==> config.mk <==
export PLATFORM = sky130hd
export DESIGN_NAME = ext_pipe
export DESIGN_NICKNAME = d
export VERILOG_FILES = /design/src/rtl/ext_pkg.sv /design/src/rtl/ext_skid_buf.sv /design/src/rtl/ext_pipe.sv
export SDC_FILE = /design/constraint.sdc
export NUM_CORES = 1
export LEC_CHECK = 0
export ABC_AREA = 1
export BUFFER_PORTS_ARGS = -buffer_cell sky130_fd_sc_hd__buf_2
export CAP_MARGIN = 20
export CORE_AREA = 2 2 89 91
export CTS_CLUSTER_SIZE = 25
export DETAILED_ROUTE_END_ITERATION = 10
export DIE_AREA = 0 0 91 93
export GPL_ROUTABILITY_DRIVEN = 0
export HOLD_SLACK_MARGIN = 0.08
export PLACE_DENSITY = 0.84
export SETUP_SLACK_MARGIN = 0.15
export SLEW_MARGIN = 10
export SYNTH_ARGS = -nofsm -noshare
export SYNTH_HDL_FRONTEND = slang
export SYNTH_HIERARCHICAL = 1
export SYNTH_SLANG_ARGS = --single-unit
==> constraint.sdc <==
create_clock -name clk -period 2.6 [get_ports clk]
set_input_delay 0.13 -clock clk [delete_from_list [all_inputs] [get_ports clk]]
set_output_delay 0.13 -clock clk [all_outputs]
set_load 0.1 [all_outputs]
==> src/rtl/ext_pkg.sv <==
// Shared types and the extension function for the ext_pipe datapath slice.
// ext_compute works on a MAX_W-wide container so that one function serves any
// OUT_W/IMM_W pairing; callers pass their widths and slice the result.
package ext_pkg;

  localparam int unsigned MAX_W = 128;

  typedef enum logic [2:0] {
    OP_ZERO = 3'd0,
    OP_SIGN = 3'd1,
    OP_LUI  = 3'd2,
    OP_LB   = 3'd3,
    OP_LBU  = 3'd4,
    OP_LH   = 3'd5,
    OP_LHU  = 3'd6,
    OP_PASS = 3'd7
  } ext_op_t;

  typedef enum logic [1:0] {
    EMPTY = 2'd0,
    ONE   = 2'd1,
    TWO   = 2'd2
  } skid_state_t;

  // Returns {err, result}; result bits above out_w are don't-care for the caller.
  function automatic logic [MAX_W:0] ext_compute(
    input logic [MAX_W-1:0] data,
    input logic [1:0]       addr_lo,
    input ext_op_t          op,
    input int unsigned      out_w,
    input int unsigned      imm_w
  );
    logic [MAX_W-1:0] imm_mask;
    logic [MAX_W-1:0] imm;
    logic             imm_sign;
    logic [MAX_W-1:0] byte_v;
    logic [MAX_W-1:0] half_v;
    logic [MAX_W-1:0] res;
    logic             err;

    imm_mask = ~({MAX_W{1'b1}} << imm_w);
    imm      = data & imm_mask;
    imm_sign = |(data & (MAX_W'(1) << (imm_w - 1)));
    byte_v   = (data >> (8 * addr_lo)) & MAX_W'(8'hFF);
    // Half select uses only addr_lo[1]; addr_lo[0] flags misalignment.
    half_v   = (data >> (addr_lo[1] ? 16 : 0)) & MAX_W'(16'hFFFF);
    res      = '0;
    err      = 1'b0;

    case (op)
      OP_ZERO: res = imm;
      OP_SIGN: res = imm_sign ? (imm | ~imm_mask) : imm;
      OP_LUI:  res = imm << (out_w - imm_w);
      OP_LB:   res = byte_v[7] ? (byte_v | ~MAX_W'(8'hFF)) : byte_v;
      OP_LBU:  res = byte_v;
      OP_LH: begin
        if (addr_lo[0]) err = 1'b1;
        else            res = half_v[15] ? (half_v | ~MAX_W'(16'hFFFF)) : half_v;
      end
      OP_LHU: begin
        if (addr_lo[0]) err = 1'b1;
        else            res = half_v;
      end
      OP_PASS: res = data;
    endcase

    return {err, res};
  endfunction

endpackage

==> src/rtl/ext_skid_buf.sv <==
// Generic 2-entry valid/ready skid buffer: registered main output stage plus
// one skid slot. in_ready is a function of registered state and reset only.
// Ports: clk, rst_n (async active-low), flush (sync drop-all),
//        in_valid/in_ready/in_data upstream, out_valid/out_ready/out_data downstream.
module ext_skid_buf
  import ext_pkg::*;
#(
  parameter int unsigned W = 33
) (
  input  logic         clk,
  input  logic         rst_n,
  input  logic         flush,
  input  logic         in_valid,
  output logic         in_ready,
  input  logic [W-1:0] in_data,
  output logic         out_valid,
  input  logic         out_ready,
  output logic [W-1:0] out_data
);

  skid_state_t r_state;
  skid_state_t w_state_next;
  logic [W-1:0] r_main;
  logic [W-1:0] r_skid;
  logic w_accept;
  logic w_release;
  logic w_load_main;
  logic w_load_skid;
  logic w_skid_to_main;

  assign in_ready  = rst_n && (r_state != TWO);
  assign out_valid = (r_state != EMPTY);
  assign out_data  = r_main;
  assign w_accept  = in_valid && in_ready;
  assign w_release = out_valid && out_ready;

  // Next-state and datapath load selects
  always_comb begin
    w_state_next   = r_state;
    w_load_main    = 1'b0;
    w_load_skid    = 1'b0;
    w_skid_to_main = 1'b0;
    if (!flush) begin
      case (r_state)
        EMPTY: begin
          if (w_accept) begin
            w_state_next = ONE;
            w_load_main  = 1'b1;
          end
        end
        ONE: begin
          if (w_accept && w_release) begin
            w_load_main = 1'b1;
          end else if (w_accept) begin
            w_state_next = TWO;
            w_load_skid  = 1'b1;
          end else if (w_release) begin
            w_state_next = EMPTY;
          end
        end
        TWO: begin
          if (w_release) begin
            w_state_next   = ONE;
            w_skid_to_main = 1'b1;
          end
        end
        default: w_state_next = EMPTY;
      endcase
    end else begin
      w_state_next = EMPTY;
    end
  end

  // State register
  always_ff @(posedge clk or negedge rst_n) begin
    if (!rst_n) r_state <= EMPTY;
    else        r_state <= w_state_next;
  end

  // Payload registers
  always_ff @(posedge clk or negedge rst_n) begin
    if (!rst_n) begin
      r_main <= '0;
      r_skid <= '0;
    end else begin
      if (w_load_main)         r_main <= in_data;
      else if (w_skid_to_main) r_main <= r_skid;
      if (w_load_skid)         r_skid <= in_data;
    end
  end

endmodule

==> src/rtl/ext_pipe.sv <==
// Pipelined immediate / load-data extender with a 2-entry skid output stage.
// Ports: clk, reset (async active-low), flush; in_valid/in_ready/in_data/
//        in_addr_lo/in_op upstream; out_valid/out_ready/out_data/out_err
//        downstream; err_count saturating count of accepted misaligned halves.
module ext_pipe
  import ext_pkg::*;
#(
  parameter int unsigned OUT_W    = 32,
  parameter int unsigned IMM_W    = 16,
  parameter int unsigned ERRCNT_W = 8
) (
  input  logic                clk,
  input  logic                reset,
  input  logic                flush,
  input  logic                in_valid,
  output logic                in_ready,
  input  logic [OUT_W-1:0]    in_data,
  input  logic [1:0]          in_addr_lo,
  input  logic [2:0]          in_op,
  output logic                out_valid,
  input  logic                out_ready,
  output logic [OUT_W-1:0]    out_data,
  output logic                out_err,
  output logic [ERRCNT_W-1:0] err_count
);

  localparam int unsigned PAY_W = OUT_W + 1;

  logic [MAX_W:0]       w_ext;
  logic [OUT_W-1:0]     w_res;
  logic                 w_err;
  logic [PAY_W-1:0]     w_pay_in;
  logic [PAY_W-1:0]     w_pay_out;
  logic                 w_in_ready;
  logic [ERRCNT_W-1:0]  r_err_count;

  assign w_ext    = ext_compute(MAX_W'(in_data), in_addr_lo, ext_op_t'(in_op), OUT_W, IMM_W);
  assign w_err    = w_ext[MAX_W];
  assign w_res    = OUT_W'(w_ext[MAX_W-1:0]);
  assign w_pay_in = {w_err, w_res};

  ext_skid_buf #(
    .W (PAY_W)
  ) u_skid (
    .clk       (clk),
    .rst_n     (reset),
    .flush     (flush),
    .in_valid  (in_valid),
    .in_ready  (w_in_ready),
    .in_data   (w_pay_in),
    .out_valid (out_valid),
    .out_ready (out_ready),
    .out_data  (w_pay_out)
  );

  assign in_ready  = w_in_ready;
  assign out_err   = w_pay_out[PAY_W-1];
  assign out_data  = w_pay_out[OUT_W-1:0];
  assign err_count = r_err_count;

  // Saturating misalignment counter; entries dropped by flush are not counted
  always_ff @(posedge clk or negedge reset) begin
    if (!reset) begin
      r_err_count <= '0;
    end else if (in_valid && w_in_ready && !flush && w_err && (r_err_count != '1)) begin
      r_err_count <= r_err_count + ERRCNT_W'(1);
    end
  end

endmodule

# Yosys cells after proc, flatten, opt, wreduce, memory -nomap -nowiden
# Index checks and enable logic that the tools add are counted.
# op_classes
n_addsub	1
mul	0
div_mod_pow	0
n_lt_le_gt_ge	0
eq_ne	15
shift	2
n_mux	28
bitwise	0
n_reduce_logical	14
# ops
op	count
32-bit one-hot mux with 8 select lines	1
32-bit two-way mux	4
33-bit two-way mux	2
32-bit by 5-bit right shift with 16-bit output	1
32-bit by 5-bit right shift with 8-bit output	1
16-bit two-way mux	1
3-bit equality test (second input constant)	4
2-bit two-way mux	6
1-bit two-way mux	11
8-bit by 1-bit adder with 8-bit output (second input constant)	1
8-bit inequality test (second input constant)	1
1-bit logical AND	7
3-bit by 2-bit equality test with 1-bit output (second input constant)	2
3-bit by 2-bit inequality test with 1-bit output (second input constant)	2
2-bit one-hot mux with 3 select lines	1
5-bit two-way mux	1
4-bit by 2-bit inequality test with 1-bit output (second input constant)	1
4-bit AND reduction	1
2-bit nonzero test	2
3-bit by 1-bit equality test with 1-bit output (second input constant)	1
3-bit logical NOT	1
3-bit inequality test (second input constant)	1
2-bit by 1-bit equality test with 1-bit output (second input constant)	1
2-bit equality test (second input constant)	1
other kinds (5)	5
# word_totals
regBits	76
latchBits	0
ramBits	0
rom_bits	0
inputBits	42
output_inout_bits	43
elab_cells	64
n_memories	0

# Longest topological paths before layout
# depth
depth_word	8
ltp_mapped	11
ltp_nobuf	10

# Hierarchy
# Netlist, hierarchy kept.
# by_module_without_submodules
mod	instances	cells_per_inst	area_each_um2	seq_area_each_um2
ext_skid_buf	1	312	2905.3	1701.6
ext_pipe	1	279	1497.7	200.2

# Worst setup path before layout
# No wires, ideal clock.
# synth_path
path_type	register to register
from	register u_skid.r_state[0]
to	register r_err_count[5] (netlist: err_count[5])
setup_time_ns	0.122
arrival_ns	3.476
required_time_ns	2.478
slack_ns	-0.999
stages_incl_launch_ff	10
path_buffers	0
period_less_slack_ns	3.599
cell_sequence	dfrtp_1 -> inv_2 -> a21boi_0 -> nand2_1 -> nor2_1 -> nand3_1 -> nor2_4 -> nand2_1 -> nand2_1 -> nand2_1
# synth_between
elab_chain_cells	6
# synth_lines
element	line	text
start, declared	ext_skid_buf.sv:21	skid_state_t r_state;
start signal, assigned	ext_skid_buf.sv:77	else r_state <= w_state_next;
2-bit inequality test	ext_skid_buf.sv:31	assign in_ready = rst_n && (r_state != TWO);
1-bit logical AND	ext_skid_buf.sv:31	
named net in_ready	ext_pipe.sv:16	output logic in_ready,
1-bit logical AND (4 in a row)	ext_pipe.sv:65	end else if (in_valid && w_in_ready && !flush && w_err && (r_err_count != '1)) begin
end signal, assigned	ext_pipe.sv:66	r_err_count <= r_err_count + ERRCNT_W'(1);
end, declared	ext_pipe.sv:35	logic [ERRCNT_W-1:0] r_err_count;
# The timed path passes the listed nets, and every way through them passes these cells.
# A chain may end at the register's enable or synchronous reset.

# Final worst setup path
# layout_path
from	register u_skid.r_state[0]
to	register u_skid.r_main[13] (netlist: u_skid/out_data[13])
# layout_between
elab_chain_cells	8
word_cells_on_any_way	18
cone_classes	3 x eq/ne; 8 x mux; 7 x reduce/logical
# layout_lines
element	line	text
2-bit inequality test	ext_skid_buf.sv:31	
1-bit logical AND	ext_skid_buf.sv:31	
1-bit logical AND	ext_skid_buf.sv:34	assign w_accept = in_valid && in_ready;
1-bit logical AND	ext_skid_buf.sv:52	if (w_accept && w_release) begin
1-bit two-way mux	ext_skid_buf.sv:52	
1-bit one-hot mux with 2 select lines	ext_skid_buf.sv:44	case (r_state)
1-bit two-way mux	ext_skid_buf.sv:43	if (!flush) begin
33-bit two-way mux / 2-bit nonzero test (equally long branches)	n/a	
end signal, assigned	ext_skid_buf.sv:86	if (w_load_main) r_main <= in_data;
end signal, assigned	ext_skid_buf.sv:87	else if (w_skid_to_main) r_main <= r_skid;
end, declared	ext_skid_buf.sv:23	logic [W-1:0] r_main;
# Parallel ways exist; a longest one is shown, timed or not.

==> results.toml <==
[die]
rows = 32
die_w_um = 91
die_h_um = 93
start_util = 0.585
io_pins = 85
core_um2 = 7530
dieArea_um2 = 8460

[timing]
fin_skew_ns = 0.00893
hold_viol = 0
fmax_mhz = 530
period_share = 0.726
min_period_ns = 1.89
rsz0062_at_grt = "no"
worst-slew-pin-transition_ns = 0.938
setup_tns_ns = 0
setup-violations-final = 0
slew_headroom = 0.375
maxSlewViolCount = 0

[logic_synthesis]
synth_edf_count = 0
yosysTopAreaCellShare = 0.432
synth.most_common_cell = "nand2_1"
postSynthCellCount = 591
synth_area_um2 = 4400
synth_area_leaders = "dfrtp_1, nand2_1, a22oi_1, inv_1, nand4_1"
synth_ff_type = "dfrtp_1"
yosys.area.top_type = "dfrtp_1"
syn-num-nets = 634
synth-seq-cells = 76
yosys_warnings = 6
ys_seq_area_frac = 0.432
ys_top_cells_by_count = "nand2_1, dfrtp_1, inv_1, a22oi_1, nor2_1"
avgSynthCellArea_um2 = 7.45
ys_async_sr_fraction = 1.00
yosysUniqueCellTypes = 27

[critical_path]
path_cells = "inv_2 > nand3_1 > nor2_2 > buf_4 > nor2_4 > nand2_1 > nand2_1"
worst_r2r_startpoint = "u_skid/r_state[0]$_DFFE_PN0P_"
crit_slowest_cell = "nor2_4"
crit_fanout = 34
crit_required_ns = 2.89
crit_family = "simple AND/OR/NAND/NOR gates"
crit_top_cell = "nand2_1"
arrival_ns = 2.17
endpoint_kind = "register"
ff2ff_path_depth = 7
critPathMaxStageDelay_ns = 0.62
rrSetupSlack_ns = 0.71
critPathLaunchType = "register"
critical_path_class = "reg2reg"
critical_path_buf_inv_count = 2
reg2reg_to = "u_skid/out_data[13]$_DFFE_PN0P_"

[global_routing]
grt_pass1_vias = 4040
grt-ovfl-total = 0
track_usage = 0.276
antenna_found_initial = 0
grt_pass1_wl_um = 18600
grt_max_degree = 76

[clock_tree]
htree_levels = 3
hold_buffers = 3
cts_max_path_buffers = 2
cts-root-buf = "clkbuf_8"
cts_resized = 0
cts_setup_buffers = 0
cts.reportedPaths.clkPinSlew_ns = 0.08
clkSinkCount = 76
clkLatencyLatePin_ns = 0.35
cts_tree = "done"
cts_buffers = 9

[power_and_ir_drop]
clkPwrFrac = 0.218
comb_power_share = 0.409
power_density_nw_per_um2 = 878
pwr-share-seq = 0.373
p_sw_frac = 0.472
p_total_mw = 4.47
p_leak_nw = 2.76
p_sw_mw = 2.11
p_int_mw = 2.36
ir_drop_mv = 0.777

[routing]
ant_nets = 0
vias_per_cell = 5.53
wl_um = 11500
dr.pass1.iters = 6
drc = 0
dr_total_vias = 4293
wl_per_cell_um = 14.8
drt_iter0_drc = 369

[final_layout]
multi_input_area_um2 = 2120
regArea_um2 = 1900
fillCellCount = 666
area_growth_pct = 15.7
diodes = 0
finalNetCount = 714
drive_gt1_frac = 0.193

[placed_design]
place_hpwl_um = 8280
portBuffers = 84

[min_path]
hold_class = "in2async"

[job]
drv_cap = 0

[outcome]
status = "completed"
-- state kept, by name, summed over array words and instances (netlist names) --
signal	cells
u_skid/r_state	2
err_count	8
u_skid/r_skid	33
u_skid/out_data	33
-- cell usage in the layout, fill, tap and decap left out, types with 4 or more instances in the layout --
master,synthesis,final
o21ai_1,28,28
nor2_1,29,29
a22oi_1,49,49
o21ai_0,13,13
clkbuf_8,0,9
dfrtp_1,76,76
nor2_4,6,6
a21oi_1,9,9
nand4_1,23,23
nand2_1,221,221
nand2_2,6,6
buf_4,5,6
o21ai_2,5,4
buf_2,12,83
inv_1,63,63
nand3_1,19,19
-- metal layers --
layer  up-vias  global-route usage  routed length (µm)
met5         -                   0                   0
met4         0               0.131                 368
met3        39              0.0629                 837
met2       195               0.455                5470
met1      1965               0.346                4830
li1       2094                   -                   -
-- kinds of logic after synthesis --
family | count (synthesis) | share of synthesized area
buf+inv | 88 | 0.0895
fa+ha+maj | 1 | 0.00284
compound gates | 107 | 0.155
simple gates | 313 | 0.308
xor+xnor | 6 | 0.0119
flops | 76 | 0.432
-- power groups by stage --
stage                     sequential [mW]  combinational [mW]  clock (mW)
after floorplan                      2.62               0.509           0
after global placement               1.67                1.78           0
after detailed placement             1.68                1.81           0
after CTS                            1.67                1.83       0.989
after global routing                 1.70                1.94        1.04
final                                1.67                1.83       0.977
-- worst max path at each step --
stage	start	cells past startpoint	end	slack (ns)
2_1_floorplan	u_skid/r_state[0]$_DFFE_PN0P_	9	err_count[5]$_DFFE_PN0P_	0.36
3_3_place_gp	u_skid/r_state[0]$_DFFE_PN0P_	7	u_skid/out_data[15]$_DFFE_PN0P_	0.80
3_5_place_dp	u_skid/r_state[0]$_DFFE_PN0P_	7	u_skid/out_data[21]$_DFFE_PN0P_	0.68
4_1_cts	u_skid/r_state[0]$_DFFE_PN0P_	7	u_skid/out_data[21]$_DFFE_PN0P_	0.66
5_1_grt	u_skid/r_state[0]$_DFFE_PN0P_	7	u_skid/out_data[1]$_DFFE_PN0P_	0.54
6_report	u_skid/r_state[0]$_DFFE_PN0P_	7	u_skid/out_data[13]$_DFFE_PN0P_	0.71
-- layout make-up --
| type | instances | area share |
|---|---|---|
| Clock buffer | 9 | 0.0243 |
| Clock inverter | 6 | 0.0174 |
| Inverter | 65 | 0.0479 |
| Multi-Input combinational cell | 427 | 0.416 |
| Sequential cell | 76 | 0.373 |
| Tap cell | 102 | 0.0250 |
| Timing Repair Buffer | 92 | 0.0963 |
-- per-stage QoR --
| step | instances | setup WS (ns) | area [µm²] | utilization | hold WS, ns |
|---|---|---|---|---|---|
| floorplan | 591 | 0.358 | 4410 | - | -0.166 |
| global placement | 759 | 0.802 | 4850 | 0.645 | -0.0622 |
| detailed placement | 759 | 0.681 | 4850 | 0.645 | -0.0601 |
| CTS | 777 | 0.665 | 5090 | 0.677 | 0.145 |
| global route | 777 | 0.544 | 5090 | 0.677 | 0.153 |
| finish | 777 | 0.711 | 5090 | 0.677 | 0.149 |
Note: power is estimated with default switching activity, not from simulation.
